**config.mk**
```make
export PLATFORM = sky130hd
export DESIGN_NAME = id_stage_flat
export DESIGN_NICKNAME = d
export VERILOG_FILES = /design/src/rtl/id_stage_if.sv /design/src/rtl/id_stage.sv /design/src/flat_wrapper.sv
export SDC_FILE = /design/constraint.sdc
export NUM_CORES = 2
export LEC_CHECK = 0
export ABC_CLOCK_PERIOD_IN_PS = 9600
export BUFFER_PORTS_ARGS = -buffer_cell sky130_fd_sc_hd__clkbuf_2
export CAP_MARGIN = 25
export CORE_ASPECT_RATIO = 0.5
export CORE_MARGIN = 8
export CORE_UTILIZATION = 45
export DETAILED_ROUTE_END_ITERATION = 12
export PLACE_DENSITY = 0.62
export SYNTH_ARGS = -nofsm -noshare
export SYNTH_HDL_FRONTEND = slang
export SYNTH_SLANG_ARGS = --single-unit
export TNS_END_PERCENT = 5
```
**constraint.sdc**
```tcl
create_clock -name clk -period 9.6 [get_ports clk]
set_input_delay 0.48 -clock clk [delete_from_list [all_inputs] [get_ports clk]]
set_output_delay 0.48 -clock clk [all_outputs]
set_load 0.02 [all_outputs]
```
**src/rtl/id_stage_if.sv**
```systemverilog
// Bundle of decode-stage pipeline signals: the fetch->decode handshake, the decode->EX
// handshake and bundle, the branch redirect back to fetch, and the forwarding/writeback
// buses feeding the operand bypass network.
interface id_stage_if #(
  parameter int DS2ES_W = 150
);
  logic               fs2ds_valid;
  logic [63:0]        fs2ds_bus;
  logic               ds_allowin;
  logic [32:0]        br_zip;
  logic               es_allowin;
  logic               ds2es_valid;
  logic [DS2ES_W-1:0] ds2es_bus;
  logic [38:0]        es_fwd;
  logic [38:0]        ms_fwd;
  logic [37:0]        ws_rf_zip;

  // Pipeline environment side: drives fetch, EX backpressure and the forwarding buses.
  modport master (
    output fs2ds_valid, fs2ds_bus, es_allowin, es_fwd, ms_fwd, ws_rf_zip,
    input  ds_allowin, br_zip, ds2es_valid, ds2es_bus
  );

  // Decode stage side.
  modport slave (
    input  fs2ds_valid, fs2ds_bus, es_allowin, es_fwd, ms_fwd, ws_rf_zip,
    output ds_allowin, br_zip, ds2es_valid, ds2es_bus
  );
endinterface

```
**src/rtl/id_stage.sv**
```systemverilog
// LoongArch32 decode stage: latches {inst, pc} from fetch, decodes it, reads the internal
// 32x32 register file (written by WB), bypasses EX/MEM/WB results, stalls on load-use,
// resolves branches/jumps and hands the decoded bundle to EX.
//
// Handshake: a stage transfers on a clock edge when its valid and the downstream allowin
// are both high. ds_allowin = ~ds_valid | (ds_ready_go & es_allowin); ds2es_valid is
// ds_valid qualified by ds_ready_go; the only reason to hold is a load-use hazard.
module id_stage #(
  parameter logic [31:0] RESET_PC = 32'h1BFF_FFFC,
  parameter int          DS2ES_W  = 150
) (
  input logic       clk,
  input logic       resetn,
  id_stage_if.slave pipe_io
);

  // Stage state
  logic        ds_valid_q, ds_valid_d;
  logic [31:0] ds_inst_q,  ds_inst_d;
  logic [31:0] ds_pc_q,    ds_pc_d;
  logic [31:0] rf_q [32];

  // Forwarding / writeback fields
  logic        es_v, es_is_load, ms_v, ws_we;
  logic [4:0]  es_addr, ms_addr, ws_addr;
  logic [31:0] es_data, ms_data, ws_data;
  logic        unused_ms_is_load;

  assign es_v       = pipe_io.es_fwd[38];
  assign es_is_load = pipe_io.es_fwd[37];
  assign es_addr    = pipe_io.es_fwd[36:32];
  assign es_data    = pipe_io.es_fwd[31:0];
  assign ms_v       = pipe_io.ms_fwd[38];
  assign ms_addr    = pipe_io.ms_fwd[36:32];
  assign ms_data    = pipe_io.ms_fwd[31:0];
  assign ws_we      = pipe_io.ws_rf_zip[37];
  assign ws_addr    = pipe_io.ws_rf_zip[36:32];
  assign ws_data    = pipe_io.ws_rf_zip[31:0];
  // MEM results are already available, so its load flag carries no hazard information.
  assign unused_ms_is_load = pipe_io.ms_fwd[37];

  // Instruction fields
  logic [4:0] rd, rj, rk;
  assign rd = ds_inst_q[4:0];
  assign rj = ds_inst_q[9:5];
  assign rk = ds_inst_q[14:10];

  // Opcode match
  logic inst_add, inst_sub, inst_slt, inst_sltu, inst_and, inst_or, inst_nor, inst_xor;
  logic inst_slli, inst_srli, inst_srai, inst_addi, inst_lu12i, inst_ld, inst_st;
  logic inst_jirl, inst_b, inst_bl, inst_beq, inst_bne;

  assign inst_add   = ds_inst_q[31:15] == 17'h00020;
  assign inst_sub   = ds_inst_q[31:15] == 17'h00022;
  assign inst_slt   = ds_inst_q[31:15] == 17'h00024;
  assign inst_sltu  = ds_inst_q[31:15] == 17'h00025;
  assign inst_nor   = ds_inst_q[31:15] == 17'h00028;
  assign inst_and   = ds_inst_q[31:15] == 17'h00029;
  assign inst_or    = ds_inst_q[31:15] == 17'h0002A;
  assign inst_xor   = ds_inst_q[31:15] == 17'h0002B;
  assign inst_slli  = ds_inst_q[31:15] == 17'h00081;
  assign inst_srli  = ds_inst_q[31:15] == 17'h00089;
  assign inst_srai  = ds_inst_q[31:15] == 17'h00091;
  assign inst_addi  = ds_inst_q[31:22] == 10'h00A;
  assign inst_ld    = ds_inst_q[31:22] == 10'h0A2;
  assign inst_st    = ds_inst_q[31:22] == 10'h0A6;
  assign inst_lu12i = ds_inst_q[31:25] == 7'h0A;
  assign inst_jirl  = ds_inst_q[31:26] == 6'h13;
  assign inst_b     = ds_inst_q[31:26] == 6'h14;
  assign inst_bl    = ds_inst_q[31:26] == 6'h15;
  assign inst_beq   = ds_inst_q[31:26] == 6'h16;
  assign inst_bne   = ds_inst_q[31:26] == 6'h17;

  logic is_rtype, is_shift;
  assign is_rtype = inst_add | inst_sub | inst_slt | inst_sltu |
                    inst_and | inst_or  | inst_nor | inst_xor;
  assign is_shift = inst_slli | inst_srli | inst_srai;

  // Immediates
  logic [31:0] imm_si12, imm_ui5, imm_si20, offs16, offs26;
  assign imm_si12 = {{20{ds_inst_q[21]}}, ds_inst_q[21:10]};
  assign imm_ui5  = {27'd0, ds_inst_q[14:10]};
  assign imm_si20 = {ds_inst_q[24:5], 12'd0};
  assign offs16   = {{14{ds_inst_q[25]}}, ds_inst_q[25:10], 2'b00};
  assign offs26   = {{4{ds_inst_q[9]}}, ds_inst_q[9:0], ds_inst_q[25:10], 2'b00};

  // Control decode; unknown opcodes fall through as a NOP with no side effects.
  logic [11:0] alu_op;
  logic        src1_is_pc, src2_is_imm, res_from_mem, mem_we, rf_we;
  logic [4:0]  dest;
  logic [31:0] imm;
  logic        use_rj, use_rkd, rkd_is_rd;

  assign alu_op = {inst_lu12i, inst_srai, inst_srli, inst_slli, inst_xor, inst_or,
                   inst_nor, inst_and, inst_sltu, inst_slt, inst_sub,
                   inst_add | inst_addi | inst_ld | inst_st | inst_bl | inst_jirl};
  assign src1_is_pc   = inst_bl | inst_jirl;
  assign src2_is_imm  = is_shift | inst_addi | inst_lu12i | inst_ld | inst_st |
                        inst_bl | inst_jirl;
  assign res_from_mem = inst_ld;
  assign mem_we       = inst_st;
  assign dest         = inst_bl ? 5'd1 : rd;
  assign rf_we        = (is_rtype | is_shift | inst_addi | inst_lu12i | inst_ld |
                         inst_bl | inst_jirl) & (dest != 5'd0);
  assign rkd_is_rd    = inst_st | inst_beq | inst_bne;
  assign use_rj       = is_rtype | is_shift | inst_addi | inst_ld | inst_st |
                        inst_jirl | inst_beq | inst_bne;
  assign use_rkd      = is_rtype | rkd_is_rd;

  // Immediate select; link instructions carry 4 so EX computes pc+4.
  always_comb begin
    imm = 32'd0;
    if (is_shift)                              imm = imm_ui5;
    if (inst_addi | inst_ld | inst_st)         imm = imm_si12;
    if (inst_lu12i)                            imm = imm_si20;
    if (inst_b)                                imm = offs26;
    if (inst_beq | inst_bne)                   imm = offs16;
    if (inst_bl | inst_jirl)                   imm = 32'd4;
  end

  // Operand read with bypass, youngest producer wins; r0 never matches.
  function automatic logic [31:0] bypass(
    input logic [4:0]  addr,   input logic [31:0] rf_val,
    input logic        e_v,    input logic [4:0]  e_a,  input logic [31:0] e_d,
    input logic        m_v,    input logic [4:0]  m_a,  input logic [31:0] m_d,
    input logic        w_v,    input logic [4:0]  w_a,  input logic [31:0] w_d);
    logic [31:0] v;
    v = rf_val;
    if (w_v && w_a != 5'd0 && w_a == addr) v = w_d;
    if (m_v && m_a != 5'd0 && m_a == addr) v = m_d;
    if (e_v && e_a != 5'd0 && e_a == addr) v = e_d;
    return v;
  endfunction

  logic [4:0]  raddr2;
  logic [31:0] rf_rdata1, rf_rdata2, rj_val, rkd_val;
  assign raddr2    = rkd_is_rd ? rd : rk;
  assign rf_rdata1 = (rj == 5'd0)     ? 32'd0 : rf_q[rj];
  assign rf_rdata2 = (raddr2 == 5'd0) ? 32'd0 : rf_q[raddr2];
  assign rj_val    = bypass(rj, rf_rdata1, es_v, es_addr, es_data, ms_v, ms_addr, ms_data,
                            ws_we, ws_addr, ws_data);
  assign rkd_val   = bypass(raddr2, rf_rdata2, es_v, es_addr, es_data, ms_v, ms_addr, ms_data,
                            ws_we, ws_addr, ws_data);

  // Load-use hazard: a load in EX cannot forward yet, so hold only if a used source needs it.
  logic load_use, ds_ready_go;
  assign load_use    = es_v & es_is_load & (es_addr != 5'd0) &
                       ((use_rj & (es_addr == rj)) | (use_rkd & (es_addr == raddr2)));
  assign ds_ready_go = ~load_use;

  // Branch resolution on bypassed operands; never redirects while stalled.
  logic        br_eq, br_taken;
  logic [31:0] br_target;
  assign br_eq     = rj_val == rkd_val;
  assign br_taken  = ds_valid_q & ds_ready_go &
                     (inst_b | inst_bl | inst_jirl | (inst_beq & br_eq) | (inst_bne & ~br_eq));
  assign br_target = inst_jirl ? (rj_val + offs16) :
                     (ds_pc_q + ((inst_b | inst_bl) ? offs26 : offs16));

  logic [DS2ES_W-1:0] ds2es_bus_w;
  assign ds2es_bus_w = {alu_op, src1_is_pc, src2_is_imm, res_from_mem, mem_we, rf_we, dest,
                        rj_val, rkd_val, imm, ds_pc_q};

  assign pipe_io.ds_allowin  = ~ds_valid_q | (ds_ready_go & pipe_io.es_allowin);
  assign pipe_io.ds2es_valid = ds_valid_q & ds_ready_go;
  assign pipe_io.ds2es_bus   = ds2es_bus_w;
  assign pipe_io.br_zip      = br_taken ? {1'b1, br_target} : 33'd0;

  // Next latch contents: accept from fetch when allowed, squashing the fall-through slot.
  always_comb begin
    ds_valid_d = ds_valid_q;
    ds_inst_d  = ds_inst_q;
    ds_pc_d    = ds_pc_q;
    if (pipe_io.ds_allowin) begin
      ds_valid_d = pipe_io.fs2ds_valid & ~br_taken;
      ds_inst_d  = pipe_io.fs2ds_bus[63:32];
      ds_pc_d    = pipe_io.fs2ds_bus[31:0];
    end
  end

  // Stage latch with synchronous active-low reset.
  always_ff @(posedge clk) begin
    if (!resetn) begin
      ds_valid_q <= 1'b0;
      ds_inst_q  <= 32'd0;
      ds_pc_q    <= RESET_PC;
    end else begin
      ds_valid_q <= ds_valid_d;
      ds_inst_q  <= ds_inst_d;
      ds_pc_q    <= ds_pc_d;
    end
  end

  // Register file write port from WB; r0 stays hardwired to zero and contents survive reset.
  always_ff @(posedge clk) begin
    if (ws_we && ws_addr != 5'd0) rf_q[ws_addr] <= ws_data;
  end

endmodule
```
**src/flat_wrapper.sv**
```systemverilog
// flat-port wrapper written by rule: the top's interface ports become plain ports
module id_stage_flat 
#(
  parameter logic [31:0] RESET_PC = 32'h1BFF_FFFC,
  parameter int          DS2ES_W  = 150
)
  (clk, resetn, pipe_io_fs2ds_valid, pipe_io_fs2ds_bus, pipe_io_es_allowin, pipe_io_es_fwd, pipe_io_ms_fwd, pipe_io_ws_rf_zip, pipe_io_ds_allowin, pipe_io_br_zip, pipe_io_ds2es_valid, pipe_io_ds2es_bus);
  id_stage_if #(.DS2ES_W(DS2ES_W)) pipe_io_i ();
  input logic clk;
  input logic resetn;
  input wire logic [$bits(pipe_io_i.fs2ds_valid)-1:0] pipe_io_fs2ds_valid;
  input wire logic [$bits(pipe_io_i.fs2ds_bus)-1:0] pipe_io_fs2ds_bus;
  input wire logic [$bits(pipe_io_i.es_allowin)-1:0] pipe_io_es_allowin;
  input wire logic [$bits(pipe_io_i.es_fwd)-1:0] pipe_io_es_fwd;
  input wire logic [$bits(pipe_io_i.ms_fwd)-1:0] pipe_io_ms_fwd;
  input wire logic [$bits(pipe_io_i.ws_rf_zip)-1:0] pipe_io_ws_rf_zip;
  output wire logic [$bits(pipe_io_i.ds_allowin)-1:0] pipe_io_ds_allowin;
  output wire logic [$bits(pipe_io_i.br_zip)-1:0] pipe_io_br_zip;
  output wire logic [$bits(pipe_io_i.ds2es_valid)-1:0] pipe_io_ds2es_valid;
  output wire logic [$bits(pipe_io_i.ds2es_bus)-1:0] pipe_io_ds2es_bus;
  assign pipe_io_i.fs2ds_valid = pipe_io_fs2ds_valid;
  assign pipe_io_i.fs2ds_bus = pipe_io_fs2ds_bus;
  assign pipe_io_i.es_allowin = pipe_io_es_allowin;
  assign pipe_io_i.es_fwd = pipe_io_es_fwd;
  assign pipe_io_i.ms_fwd = pipe_io_ms_fwd;
  assign pipe_io_i.ws_rf_zip = pipe_io_ws_rf_zip;
  assign pipe_io_ds_allowin = pipe_io_i.ds_allowin;
  assign pipe_io_br_zip = pipe_io_i.br_zip;
  assign pipe_io_ds2es_valid = pipe_io_i.ds2es_valid;
  assign pipe_io_ds2es_bus = pipe_io_i.ds2es_bus;
  id_stage #(.RESET_PC(RESET_PC), .DS2ES_W(DS2ES_W)) u_core (.clk(clk), .resetn(resetn), .pipe_io(pipe_io_i));
endmodule
```
==> flow_metrics.env <==
export IMPL_tritoncts="built"
export IMPL_row_count=93
export IMPL_fin_crit_sh_pct=94.0
export IMPL_status="finished clean"
export IMPL_top_layer="met5"
export IMPL_clock_sinks=1094
export IMPL_gp_congestion=0.975
export IMPL_clk_pin_slew_worst_paths_ns=0.07
export IMPL_synth_seq_area_share_pct=54.9
export IMPL_place_port_buffers=367
export IMPL_arrival_ns=8.54
export IMPL_start_kind="flip-flop"
export IMPL_wl_met3_mm=29.8
export IMPL_endpoint_kind="output port"
export IMPL_vias_per_cell=6.73
export IMPL_synth_area_um2=58600
export IMPL_design_area_um2=66200
export IMPL_holdCritPathClass="in -> reg"
export IMPL_cp_required_ns=9.12
export IMPL_grt_start_max_net_pins=165
export IMPL_synth_edf_count=1024
export IMPL_wl_met2_mm=98.0
export IMPL_antenna_found_initial=21
export IMPL_yosysTopAreaCellShare_pct=52.5
export IMPL_first_iter_violations=6997
export IMPL_cts_setup_buffers=0
export IMPL_final_cells=6869
export IMPL_drtPass1Iterations=6
export IMPL_cts_resized=0
export IMPL_finalHoldViolations=0
export IMPL_antenna_left=0
export IMPL_htree_levels=3
export IMPL_io_pins=369
export IMPL_synth_fa_ha_area_share_pct=1.31
export IMPL_place_ws_ns=1.70
export IMPL_wl_mm=226
export IMPL_worst_pin_slew_ns=1.13
export IMPL_ir_drop_mv=0.135
export IMPL_cp_max_fo=51
export IMPL_drt_met1_wl_mm=85.5
export IMPL_syn_inst=4740
export IMPL_p_leak_nw=23.2
export IMPL_core_area_um2=129000
export IMPL_cap_violations=0
export IMPL_clockRootBuffer="clkbuf_16"
export IMPL_initial_core_util_pct=45.5
export IMPL_finalSetupViolations=0
export IMPL_area_delta_synth_final_pct=12.9
export IMPL_routedWlPerCell_um=32.9
export IMPL_total_power_mw=11.6
export IMPL_synthMuxAreaShare_pct=15.1
export IMPL_dp_cells=6608
export IMPL_dpl_cell_area_um2=62300
export IMPL_relSlewSlack_pct=24.3
export IMPL_synth_ff_type="edfxtp_1"
export IMPL_worstSetupPathType="reg -> out"
export IMPL_drc_errors=0
export IMPL_ys_async_sr_fraction_pct=0
export IMPL_grt_pass1_wl_mm=316
export IMPL_clk_path_buf_depth=3
export IMPL_ys_warn_count=0
export IMPL_yosys_area_share_simple_pct=12.7
export IMPL_die_w_um=526
export IMPL_die_h_um=271
export IMPL_fin_ws_ns=0.575
export IMPL_synthDistinctLibCells=105
export IMPL_rsz0062_at_grt="false"
export IMPL_synth_xor_area_share_pct=1.49
export IMPL_synth_compound_area_share_pct=10.8
export IMPL_nNetsFinal=5306
export IMPL_dp_hpwl_mm=138
export IMPL_fin_crit_ns=9.02
export IMPL_fin_setup_tns_ns=0
export IMPL_yosysTopAreaCell="edfxtp_1"
export IMPL_most_common_layout_cells="edfxtp_1, nand2_1, clkbuf_2, mux4_2, nand3_1"
export IMPL_cts_buffers=100
export IMPL_pwr_density_cell_nw_per_um2=175
export IMPL_clock_latency_ns=0.72
export IMPL_cts_hold_buf=58
export IMPL_synth_area_leaders="edfxtp_1, mux4_2, nand2_1"
export IMPL_synth_seq_cells=1094
export IMPL_final_layout_size_suffix_gt1_share_pct=21.5
export IMPL_grt_total_usage_pct=30.3
export IMPL_grt_pass1_vias=44224
export IMPL_dieArea_um2=143000
export IMPL_skew_ns=0.0303
export IMPL_synth_top_family_by_area="multiplexers"
export IMPL_final_common_cell="edfxtp_1"
export IMPL_overflow=0
export IMPL_clock_fmax_mhz=111
export IMPL_slew_violations=0
export IMPL_vias=46262
export IMPL_syn_avg_cell_area_um2=12.4
per-stage QoR:
step                      utilization, %  hold WS (ns)
after floorplan                        -         0.479
after global placement              48.3         0.470
after detailed placement            48.3         0.484
after CTS                           51.3        0.0212
after global routing                51.3        0.0399
final                               51.3        0.0627
cell usage after synthesis, types with 29 or more instances:
master       n
ha_1        58
xnor2_1     74
nand2_1    901
or3_1       31
mux4_2     311
a21oi_1    151
and3_1     152
edfxtp_1  1024
buf_2      136
o21ai_0    111
a32oi_1     31
nor3_1      45
a21o_1      30
dfxtp_1     70
clkbuf_1   150
a31oi_1    101
inv_1       59
a311oi_1    60
o22ai_1     59
nor2_1     164
mux2i_1    171
nand3_1    217
buf_4       52
buf_1       29
a21boi_0    41
a211oi_1   136
worst max-delay path, cell delays in order, from the launching register on:
cell and delay [ns]:
dfxtp_1 0.47, nor3b_2 0.32, nand2_1 0.60, nand3_2 0.50, buf_4 0.70, nand3_1 0.14, nand3_1 0.18, or4b_4 0.34
nand2_1 0.55, a211oi_1 0.71, a21oi_1 0.21, xnor2_1 0.16, nor4_1 0.67, nand4_1 0.80, o21ai_2 0.44, nand3_4 0.40
a211oi_1 0.34, clkbuf_2 0.22
logic make-up after synthesis:
logic type | after synthesis
adders and majority gates | 60
muxes | 493
buffers and inverters | 446
other | 1
xor gates and xnor gates | 100
AOI/OAI and AO/OA | 911
DFF | 1094
and+or+nand+nor | 1635
per-layer routing:
metal	vias up	track usage, %
met4	6	15.2
met5	-	0
met3	637	8.58
met2	3346	45.0
met1	23272	40.8
li1	19001	-
where the power goes:
| part | internal (mW) | switching, mW |
|---|---|---|
| clock network | 2.13 | 1.89 |
| logic | 0.751 | 1.40 |
| registers | 5.30 | 0.0873 |
| total | 8.18 | 3.37 |
registers in the layout, summed over array words and instances, names as in the netlist, named ones only:
register / count
u_core.ds_inst_q: 32
u_core.rf_q: 1024
u_core.ds_pc_q: 32
u_core.ds_valid_q: 1
layout make-up:
| type | instances | area [um2] |
|---|---|---|
| clock buffers | 112 | 2580 |
| multi-input cells | 3231 | 24700 |
| clock inverters | 73 | 624 |
| diodes | 14 | 35.0 |
| repair buffers | 575 | 3690 |
| inverters | 60 | 225 |
| well taps | 1710 | 2140 |
| flip-flops and latches | 1094 | 32200 |
| fillers | 10991 | 62700 |
path summary, 6_finish.rpt:
kind	endpoint	cells after the start	slack [ns]	start
min	flip-flop	3	0.06	pipe_io_fs2ds_bus[41]
max reg2reg	u_core.ds_valid_q	15	2.28	u_core.ds_inst_q[28]
min reg2reg	u_core.ds_pc_q[1]	2	0.49	u_core.ds_pc_q[1]
max	pipe_io_br_zip[0]	17	0.58	u_core.ds_inst_q[28]
Note: power is estimated with default switching activity, not from simulation.
